**src/rtl/sdmac_pkg.sv**
```systemverilog
// Shared definitions for the SDMAC replacement data path.
// Holds the DMA direction encodings, the byte lane numbers and the default
// FIFO depth. It also holds the byte lane select/merge helpers. Lane 0 is the
// most significant byte, so the data packs big-endian.
package sdmac_pkg;

   localparam logic DIR_S2H = 1'b0;  // SCSI-to-host: bytes in, longwords out
   localparam logic DIR_H2S = 1'b1;  // host-to-SCSI: longwords in, bytes out

   localparam logic [1:0] LANE0 = 2'd0;  // bits 31:24
   localparam logic [1:0] LANE1 = 2'd1;  // bits 23:16
   localparam logic [1:0] LANE2 = 2'd2;  // bits 15:8
   localparam logic [1:0] LANE3 = 2'd3;  // bits 7:0

   localparam int unsigned FIFO_DEPTH_LOG2 = 3;

   // Returns byte lane 'lane' of 'word'.
   function automatic logic [7:0] lane_sel(input logic [31:0] word, input logic [1:0] lane);
      logic [7:0] b;
      case (lane)
         LANE0:   b = word[31:24];
         LANE1:   b = word[23:16];
         LANE2:   b = word[15:8];
         default: b = word[7:0];
      endcase
      return b;
   endfunction

   // Merges byte 'b' into lane 'lane' of 'word'. Writing lane 0 starts a new
   // word, so the lower lanes are cleared. A later flush then commits zeros
   // in the lanes that were never written.
   function automatic logic [31:0] lane_merge(input logic [31:0] word, input logic [1:0] lane,
                                              input logic [7:0] b);
      logic [31:0] w;
      w = word;
      case (lane)
         LANE0:   w = {b, 24'h000000};
         LANE1:   w[23:16] = b;
         LANE2:   w[15:8]  = b;
         default: w[7:0]   = b;
      endcase
      return w;
   endfunction

endpackage

```
**src/rtl/scsi_fifo.sv**
```systemverilog
// Byte-to-longword packing FIFO between the SCSI controller's 8-bit data port
// and the 32-bit host DMA side.
//
// Ports:
//   clk_i, rst_i        clock; asynchronous active-high reset
//   dir_i               0 = SCSI-to-host, 1 = host-to-SCSI
//   clr_i               synchronous clear of the pointers, count and lane
//   flush_i             (S2H) commits a partial longword
//   byte_we_i/byte_in_i (S2H) byte push
//   byte_re_i           (H2S) byte pop
//   byte_out_o          byte lane bptr of the head entry (fall-through)
//   lw_we_i/lw_in_i     (H2S) longword push
//   lw_re_i             (S2H) longword pop
//   lw_out_o            head entry (fall-through)
//   full_o, empty_o     flags derived from the committed count
//   count_o             committed longwords held
//   bptr_o              S2H: next write lane; H2S: next read lane
//   flushed_o           pulses in the cycle after a flush is accepted
module scsi_fifo
   import sdmac_pkg::*;
#(
   parameter int unsigned DEPTH_LOG2 = FIFO_DEPTH_LOG2
) (
   input  logic                  clk_i,
   input  logic                  rst_i,
   input  logic                  dir_i,
   input  logic                  clr_i,
   input  logic                  flush_i,
   input  logic                  byte_we_i,
   input  logic [7:0]            byte_in_i,
   input  logic                  byte_re_i,
   output logic [7:0]            byte_out_o,
   input  logic                  lw_we_i,
   input  logic [31:0]           lw_in_i,
   input  logic                  lw_re_i,
   output logic [31:0]           lw_out_o,
   output logic                  full_o,
   output logic                  empty_o,
   output logic [DEPTH_LOG2:0]   count_o,
   output logic [1:0]            bptr_o,
   output logic                  flushed_o
);

   localparam int unsigned Depth = 2 ** DEPTH_LOG2;
   localparam int unsigned CntW  = DEPTH_LOG2 + 1;

   logic [31:0]           mem_q [Depth];
   logic [31:0]           mem_d [Depth];
   logic [DEPTH_LOG2-1:0] wptr_q, wptr_d;
   logic [DEPTH_LOG2-1:0] rptr_q, rptr_d;
   logic [CntW-1:0]       count_q, count_d;
   logic [1:0]            bptr_q, bptr_d;
   logic                  flushed_q, flushed_d;

   logic                  push;  // a longword is committed this cycle
   logic                  pop;   // the head longword retires this cycle
   logic [1:0]            lane_nxt;

   assign full_o     = (count_q == CntW'(Depth));
   assign empty_o    = (count_q == '0);
   assign count_o    = count_q;
   assign bptr_o     = bptr_q;
   assign flushed_o  = flushed_q;
   assign lw_out_o   = mem_q[rptr_q];
   assign byte_out_o = lane_sel(mem_q[rptr_q], bptr_q);

   always_comb begin
      mem_d     = mem_q;
      wptr_d    = wptr_q;
      rptr_d    = rptr_q;
      count_d   = count_q;
      bptr_d    = bptr_q;
      flushed_d = 1'b0;
      push      = 1'b0;
      pop       = 1'b0;
      lane_nxt  = bptr_q;

      if (clr_i) begin
         wptr_d  = '0;
         rptr_d  = '0;
         count_d = '0;
         bptr_d  = '0;
      end else begin
         if (dir_i == DIR_S2H) begin
            // Full/empty tests use the pre-cycle count, so a same-cycle pop
            // never makes room for a byte.
            if (byte_we_i && !full_o) begin
               mem_d[wptr_q] = lane_merge(mem_q[wptr_q], bptr_q, byte_in_i);
               lane_nxt      = bptr_q + 2'd1;
               push          = (bptr_q == LANE3);
            end
            // A flush acts on the lane pointer as it stands after the byte
            // written in the same cycle.
            if (flush_i) begin
               flushed_d = 1'b1;
               if (lane_nxt != LANE0 && !full_o) begin
                  push     = 1'b1;
                  lane_nxt = LANE0;
               end
            end
            pop    = lw_re_i && !empty_o;
            bptr_d = lane_nxt;
         end else begin
            if (lw_we_i && !full_o) begin
               mem_d[wptr_q] = lw_in_i;
               push          = 1'b1;
            end
            if (byte_re_i && !empty_o) begin
               bptr_d = bptr_q + 2'd1;
               pop    = (bptr_q == LANE3);
            end
         end

         wptr_d  = wptr_q + DEPTH_LOG2'(push);
         rptr_d  = rptr_q + DEPTH_LOG2'(pop);
         count_d = count_q + CntW'(push) - CntW'(pop);
      end
   end

   always_ff @(posedge clk_i or posedge rst_i) begin
      if (rst_i) begin
         for (int i = 0; i < Depth; i++) begin
            mem_q[i] <= '0;
         end
         wptr_q    <= '0;
         rptr_q    <= '0;
         count_q   <= '0;
         bptr_q    <= '0;
         flushed_q <= 1'b0;
      end else begin
         mem_q     <= mem_d;
         wptr_q    <= wptr_d;
         rptr_q    <= rptr_d;
         count_q   <= count_d;
         bptr_q    <= bptr_d;
         flushed_q <= flushed_d;
      end
   end

endmodule

```
**config.mk**
```make
export PLATFORM = sky130hd
export DESIGN_NAME = scsi_fifo
export DESIGN_NICKNAME = d
export VERILOG_FILES = /design/src/rtl/sdmac_pkg.sv /design/src/rtl/scsi_fifo.sv
export SDC_FILE = /design/constraint.sdc
export NUM_CORES = 1
export LEC_CHECK = 0
export BUFFER_PORTS_ARGS = -buffer_cell sky130_fd_sc_hd__clkbuf_2
export CORE_UTILIZATION = 30
export CTS_BUF_LIST = sky130_fd_sc_hd__clkbuf_8
export DETAILED_ROUTE_END_ITERATION = 6
export HOLD_SLACK_MARGIN = 0.02
export MAX_ROUTING_LAYER = met4
export SLEW_MARGIN = 20
export SYNTH_ARGS = -nofsm -noshare
export SYNTH_HDL_FRONTEND = slang
export SYNTH_SLANG_ARGS = --single-unit
```
**constraint.sdc**
```tcl
create_clock -name clk_i -period 11.6 [get_ports clk_i]
set_input_delay 1.16 -clock clk_i [delete_from_list [all_inputs] [get_ports clk_i]]
set_output_delay 1.16 -clock clk_i [all_outputs]
set_load 0.01 [all_outputs]
```
==> impl_metrics.ini, run 1 <==
[worst_setup_path]
crit_arrival_ns = 3.70
path_max_fanout = 30
cp.required_ns = 10.44
cp-start-kind = register
worstSetupPathType = reg -> out
cp-end-kind = primary output

[logic_synthesis]
synth-edff-count = 0
syn_avg_cell_area_um2 = 11.5
ys_seq_area_share_pct = 44.0
synthFlopType = dfrtp_1
synth_area_um2 = 15300
synthCells = 1324
synth_top_area_share_pct = 44.0
synthArstFlopShare_pct = 100
synth_warnings = 0
synth_cell_types = 52
synth.net_count = 1389
synthTopCellsByArea = dfrtp_1, mux2_2, mux4_2
synth_top_cell_by_area = dfrtp_1
ys_ff_latch = 269

[timing]
relSlewSlack_pct = 29.8
rsz0062_at_grt = false
clock.fmax_mhz = 206
fin_ws_ns = 6.74
finalSetupViolations = 0
period_needed_ns = 4.86
tightestPinTransition_ns = 1.05
setup_tns_ns = 0
finalHoldViolations = 0
finClkSkew_ns = 0.0499
slew_viol_final = 0
timing.final.crit_share_pct = 41.9

[routing]
drt_iter0_drc = 1062
drt-total-wl_um = 52000
wl_per_cell_um = 24.8
viasPerCell = 5.73
ant_nets = 0
via_count = 11988
firstDrtPassIters = 6
drc = 0

[place]
place_congestion = 0.869
placed_area_um2 = 16300
dp_hpwl_um = 33200
place_ws_ns = 7.40
io_buffers = 97

[finish]
fin_nets = 1446
drive_above_1_share_pct = 36.6
syn_to_final_growth_pct = 12.9
final_common_cell = dfrtp_1
final_cell_mix = dfrtp_1, mux2_2, clkbuf_2
fin_area_um2 = 17300

[cts]
root_buffer = clkbuf_8
cts_tree = done
clkLatencyLatePin_ns = 0.63
cts-resized-gates = 0
numCtsBuffers = 49
post_cts_buffers = 0
clkTransAtPathRegs_ns = 0.06
cts_num_sinks = 269
clock_path_buffers = 3
h-tree-depth = 2
cts_hold_repair.buffers = 0

[global_route]
overflow = 0
grt_max_degree = 125
grt_pass1_wl_um = 78800
grt_use_total_pct = 20.4
antenna_found_initial = 1
grt_pass1_vias = 12256

[floorplanning]
dieArea_um2 = 51900
die_x_um = 228
rows = 82
core_area_um2 = 50200
floorplan.initialDensity_pct = 30.5
ios = 98
die_h_um = 228

[hold_path]
min_path_type = reg -> reg

[status]
outcome = finished, final reports clean

[flow_run]
cap_violations = 0

[power]
power_leakage_nw = 7.54
p_per_area_nw_per_um2 = 194
ir_worst_vdd_v = 0.0000819
kinds of logic after synthesis:
logic type               after synthesis  share of synthesized area, %
adder cells (fa/ha/maj)               16                          1.36
XOR/XNOR                               4                         0.229
buffers and inverters                137                          4.24
flip-flops                           269                          44.0
AO/OA/AOI/OAI                        341                          14.8
AND/OR/NAND/NOR                      220                          7.27
multiplexers                         337                          28.1
final timing paths:
check                                from  slack (ns)  cells past startpoint             to
worst max-delay path            rptr_q[1]        6.74                      6  byte_out_o[4]
worst min-delay path            mem_q[85]        0.51                      2      mem_q[85]
worst max register to register  wptr_q[2]        7.51                      6      mem_q[31]
worst min register to register  mem_q[85]        0.51                      2      mem_q[85]
max in group asynchronous           rst_i        8.70                      4      mem_q[51]
min in group asynchronous           rst_i        0.69                      2     mem_q[253]
worst max-delay path: stages, from the launching register on:
cell,delay [ns]
dfrtp_4,0.81
buf_4,0.52
nor2b_1,0.71
a221oi_1,0.28
a221oi_1,0.35
a21oi_1,0.21
clkbuf_2,0.18
metrics by stage:
step	std cells	hold slack (ns)	utilization [%]	power (mW)
after floorplan	1324	0.461	-	2.02
after global placement	2002	0.489	32.5	2.44
after detailed placement	2002	0.498	32.5	2.47
after CTS	2092	0.514	34.4	3.36
after global routing	2093	0.533	34.4	3.53
final	2093	0.511	34.4	3.34
final cells by class:
cell class	count	area, um^2
Fill cell	4996	32900
Sequential cell	269	6740
Clock buffer	58	798
Tap cell	672	841
Antenna cell	1	2.50
Inverter	16	67.6
Multi-Input combinational cell	918	7940
Timing Repair Buffer	127	717
Clock inverter	32	155
cell usage after synthesis (all sizes together) (5+ instances only):
cell and count:
nand3 15, inv 15, mux2i 45, o41ai 6
a221oi 60, a21oi 95, o22ai 16, a22oi 15
nand3b 21, nor2 30, nand2 96, o21ai 87
dfrtp 269, a22o 19, mux4 49, a221o 7
nand2b 5, clkbuf 56, ha 15, o2bb2ai 8
a21boi 5, nor3b 10, o31a 10, or3b 10
buf 65, mux2 243, and2 5, nor2b 19
registers in the layout, indices dropped and copies added (netlist names):
name,cells
bptr_o,2
wptr_q,3
flushed_o,1
count_o,4
rptr_q,3
mem_q,256
where the power goes:
group,internal (mW),switching (mW)
Combinational,0.520,0.684
Clock,0.458,0.425
Sequential,1.11,0.150
routing by layer:
layer | wire [um] | part of all wire [%] | GRT usage [%]
met1 | 21400 | 41 | 26.6
met2 | 23600 | 45 | 30.6
met3 | 5020 | 9.7 | 4.90
met4 | 1940 | 3.7 | 7.83
met5 | 0 | 0 | -
Note: power is estimated with default switching activity, not from simulation.
==> inputs of run 2 (changes only) <==
clock period = 4.2 ns   (was 11.6 ns; I/O delays follow)
==> impl_metrics.ini, run 2 (synthesis results as in run 1) <==
[status]
outcome = finished, final reports clean

[worst_setup_path]
crit_slowest_cell = dfrtp_4
timing.rr.start = wptr_q[0]
crit_end = byte_out_o[3]
r2r-end = mem_q[62]
worstSetupPathType = reg -> out
path_max_fanout = 54
cp_cell_sequence = mux2_2 > o22ai_1 > a221oi_1 > a221oi_1 > a21oi_1 > clkbuf_2
max_stage_delay_ns = 0.95
cp-end-kind = primary output
cp.required_ns = 3.78
r2r_cells = 5
crit_start = rptr_q[2]
cp_common_cell = a221oi_1
cp-start-kind = register
crit_arrival_ns = 3.48
r2r_slack_ns = 1.11

[cts]
cts_num_sinks = 269
clkTransAtPathRegs_ns = 0.06
h-tree-depth = 2
cts_tree = done
clock_path_buffers = 3
numCtsBuffers = 48
root_buffer = clkbuf_8
clkLatencyLatePin_ns = 0.58
cts-resized-gates = 0

[power]
power_leakage_nw = 7.63
ir_worst_vdd_v = 0.000229
p_clk_share_pct = 26.0
seq_power_share_pct = 38.0
power_switching_mw = 3.43
pwr-share-comb_pct = 36.1
sw_frac_of_total_pct = 37.3
p_int_mw = 5.77
power_mw = 9.20
p_per_area_nw_per_um2 = 527

[finish]
final_common_cell = dfrtp_1
drive_above_1_share_pct = 37.1
largest_register_ffs = 256
final_cell_mix = dfrtp_1, mux2_2, clkbuf_2
syn_to_final_growth_pct = 14.1
fin_nets = 1459
largest_register = mem_q

[routing]
drt_iter0_drc = 1312
via_count = 11954
drc = 0
ant_nets = 0
drt-total-wl_um = 52800
firstDrtPassIters = 5
viasPerCell = 5.68
wl_per_cell_um = 25.1

[global_route]
grt_pass1_vias = 12092
grt_use_total_pct = 20.5
grt_max_degree = 114
antenna_found_initial = 1
grt_pass1_wl_um = 78700
overflow = 0

[timing]
timing.final.crit_share_pct = 92.8
rsz0062_at_grt = false
tightestPinTransition_ns = 1.02
finalHoldViolations = 0
period_needed_ns = 3.90
clock.fmax_mhz = 257
relSlewSlack_pct = 31.7
setup_tns_ns = 0
finalSetupViolations = 0
slew_viol_final = 0
finClkSkew_ns = 0.0187

[place]
dp_hpwl_um = 34000
place_congestion = 0.859
io_buffers = 97

[floorplanning]
core_area_um2 = 50200
dieArea_um2 = 51900
floorplan.initialDensity_pct = 30.5
ios = 98
die_x_um = 228
die_h_um = 228
rows = 82

[flow_run]
cap_violations = 0

[hold_path]
min_path_type = in -> reg
==> run 2: worst min-delay path by stage <==
stage                 end  startpoint  slack, ns  cells after the start
2_1_floorplan  mem_q[149]  mem_q[149]       0.46                      2
3_3_place_gp   mem_q[149]  mem_q[149]       0.48                      2
3_5_place_dp   mem_q[117]  mem_q[117]       0.49                      2
4_1_cts         flushed_o     flush_i       0.13                      2
5_1_grt         flushed_o     flush_i       0.16                      2
6_report        flushed_o     flush_i       0.16                      2
==> run 2: final cells by class <==
| type | count | area, um^2 |
|---|---|---|
| Antenna cell | 1 | 2.50 |
| Clock buffer | 58 | 798 |
| Clock inverter | 31 | 141 |
| Fill cell | 5040 | 32700 |
| Inverter | 16 | 63.8 |
| Multi-Input combinational cell | 918 | 7940 |
| Sequential cell | 269 | 6740 |
| Tap cell | 672 | 841 |
| Timing Repair Buffer | 141 | 921 |
==> run 2: power groups by stage <==
stage | clock, mW | sequential, mW | combinational (mW)
5_1_grt | 2.56 | 3.55 | 3.57
3_3_place_gp | 0 | 3.51 | 3.26
3_5_place_dp | 0 | 3.53 | 3.31
4_1_cts | 2.43 | 3.49 | 3.32
6_report | 2.39 | 3.49 | 3.32
2_1_floorplan | 0 | 3.34 | 2.22
==> run 2: stage by stage <==
stage	util, %	instances	area, um^2	hold WS, ns	worst slack, ns
after floorplan	-	1324	15300	0.461	0.227
after global placement	32.8	2014	16500	0.478	0.697
after detailed placement	32.8	2014	16500	0.492	0.729
after CTS	34.7	2104	17400	0.130	0.117
after global routing	34.8	2106	17400	0.156	0.248
final	34.8	2106	17400	0.159	0.303
==> run 2: timing repair <==
action                                  4_1_cts  5_1_grt
hold buffers                                  1        0
endpoints found under the setup margin        0        1
setup buffers                                 0        1
hold endpoints to repair                     20        0
==> run 2: critical path, delay by kind of cell, from the launching register on <==
kind            cells  cell delay [ns]
compound gates      4             1.29
flops               1             0.95
mux                 1             0.32
buf+inv             1             0.22
==> run 2: per-layer routing <==
layer  track usage [%]  wire [um]  vias up
li1                  -          -     5149
met1              27.3      22600     6095
met2              31.0      24300      595
met3              4.05       4380      115
met4              6.88       1510        0
met5                 -          0        -
==> inputs of run 3 (changes only) <==
BUFFER_PORTS_ARGS = not set   (was -buffer_cell sky130_fd_sc_hd__clkbuf_2)
CTS_CLUSTER_SIZE = 10   (was not set)
DONT_BUFFER_PORTS = 1   (was not set)
==> impl_metrics.ini, run 3 (synthesis results as in run 1) <==
[routing]
drt_iter0_drc = 1079
firstDrtPassIters = 5
wl_per_cell_um = 25.4
drc = 0
ant_nets = 0
drt-total-wl_um = 51200
via_count = 11473
viasPerCell = 5.69

[global_route]
overflow = 0
grt_max_degree = 142
grt_use_met1_pct = 25.4
grt_pass1_wl_um = 76900
antenna_found_initial = 1
globalRouteMet3Util_pct = 6.04
met2_usage_pct = 30.8
busiest_layer = met2
grt_pass1_vias = 11638
grt_use_total_pct = 20.2

[timing]
relSlewSlack_pct = 34.1
clock.fmax_mhz = 262
whs_ns = 0.0649
period_needed_ns = 3.81
finClkSkew_ns = 0.0282
setup_tns_ns = 0
tightestPinTransition_ns = 0.988
timing.final.crit_share_pct = 90.8
slew_viol_final = 0
finalSetupViolations = 0
rsz0062_at_grt = false
finalHoldViolations = 0
fin_ws_ns = 0.386

[place]
dp_hpwl_um = 33400
placed_area_um2 = 16000
place_congestion = 0.867
place_ws_ns = 0.970
io_buffers = 0

[power]
ir_worst_vdd_v = 0.000286
power_leakage_nw = 7.25
p_per_area_nw_per_um2 = 535

[floorplanning]
rows = 82
die_h_um = 228
floorplan.initialDensity_pct = 30.5
ios = 98
core_area_um2 = 50200
die_x_um = 228
dieArea_um2 = 51900

[status]
outcome = finished, final reports clean

[worst_setup_path]
crit_slowest_cell = dfrtp_4
cp-start-kind = register
cp_common_cell = buf_4
r2r_cells = 7
cp.required_ns = 3.78
crit_arrival_ns = 3.39
cp-end-kind = primary output
r2r_slack_ns = 1.02
r2r-end = mem_q[219]
timing.rr.start = count_o[2]
path_max_fanout = 24
cp_cell_sequence = buf_4 > buf_4 > mux4_2 > mux2_2 > nand2_1 > a21oi_1
max_stage_delay_ns = 0.73
worstSetupPathType = reg -> out

[cts]
cts_num_sinks = 269
numCtsBuffers = 48
cts_tree = done
clkTransAtPathRegs_ns = 0.06
root_buffer = clkbuf_8
h-tree-depth = 2
clkLatencyLatePin_ns = 0.63
cts-resized-gates = 0
cts_hold_repair.buffers = 4
clock_path_buffers = 3
post_cts_buffers = 0

[finish]
syn_to_final_growth_pct = 11.8
final_common_cell = dfrtp_1
fin_area_um2 = 17100
largest_register_ffs = 256
drive_above_1_share_pct = 33.3
fin_nets = 1369
largest_register = mem_q
final_cell_mix = dfrtp_1, mux2_2, nand2_1

[hold_path]
min_path_type = in -> reg
hp-start = flush_i
min_to = bptr_o[1]
min_path_cells = 3

[flow_run]
cap_violations = 0
[run 3: changes by cell type in the layout (fill, tap and decap cells not counted), sizes merged]
cell / previous run / this run
clkinv: 9 / 6
dlygate4sd3: 1 / 4
buf: 44 / 47
clkinvlp: 1 / 3
inv: 37 / 28
clkbuf: 154 / 67
[run 3: critical path, delay by kind of cell, from the launching register on]
kind	cells	cell delay, ns
AO/OA/AOI/OAI	1	0.20
buffers and inverters	2	0.79
flip-flops	1	0.73
multiplexers	2	0.90
AND/OR/NAND/NOR	1	0.13
[run 3: layout make-up]
cell class              count  area (um^2)
fillers                  4981        33100
multi-input cells         918         7940
flip-flops and latches    269         6740
clock buffers              67          922
well taps                 672          841
repair buffers             51          493
clock inverters            21         92.6
inverters                  16         63.8
diodes                      1         2.50
[run 3: stage by stage]
step	utilization [%]	cells	total power, mW
floorplan	-	1324	5.57
global placement	32.0	1922	6.54
detailed placement	32.0	1922	6.62
CTS	34.1	2014	9.22
global route	34.1	2015	9.64
finish	34.1	2015	9.15
[run 3: worst max-delay path by stage]
| stage | from | to | slack [ns] | depth (start not counted) |
|---|---|---|---|---|
| floorplan | rst_i | bptr_o[0] | 0.23 | 1 |
| global placement | rptr_q[1] | byte_out_o[4] | 0.98 | 6 |
| detailed placement | rptr_q[1] | byte_out_o[4] | 0.97 | 6 |
| CTS | rptr_q[1] | byte_out_o[4] | 0.29 | 6 |
| global route | rptr_q[1] | byte_out_o[4] | 0.19 | 6 |
| finish | rptr_q[1] | byte_out_o[4] | 0.39 | 6 |
[run 3: per-layer routing]
metal / part of all wire, % / vias to the layer above
met3: 9.8 / 99
met4: 2.7 / 0
met5: 0 / -
li1: - / 4968
met2: 46 / 540
met1: 41 / 5866
[run 3: report_power, final]
part | internal, mW | total, mW | switching, mW
Sequential | 3.05 | 3.49 | 0.431
Clock | 1.41 | 2.56 | 1.15
Combinational | 1.33 | 3.11 | 1.77
Total | 5.80 | 9.15 | 3.36
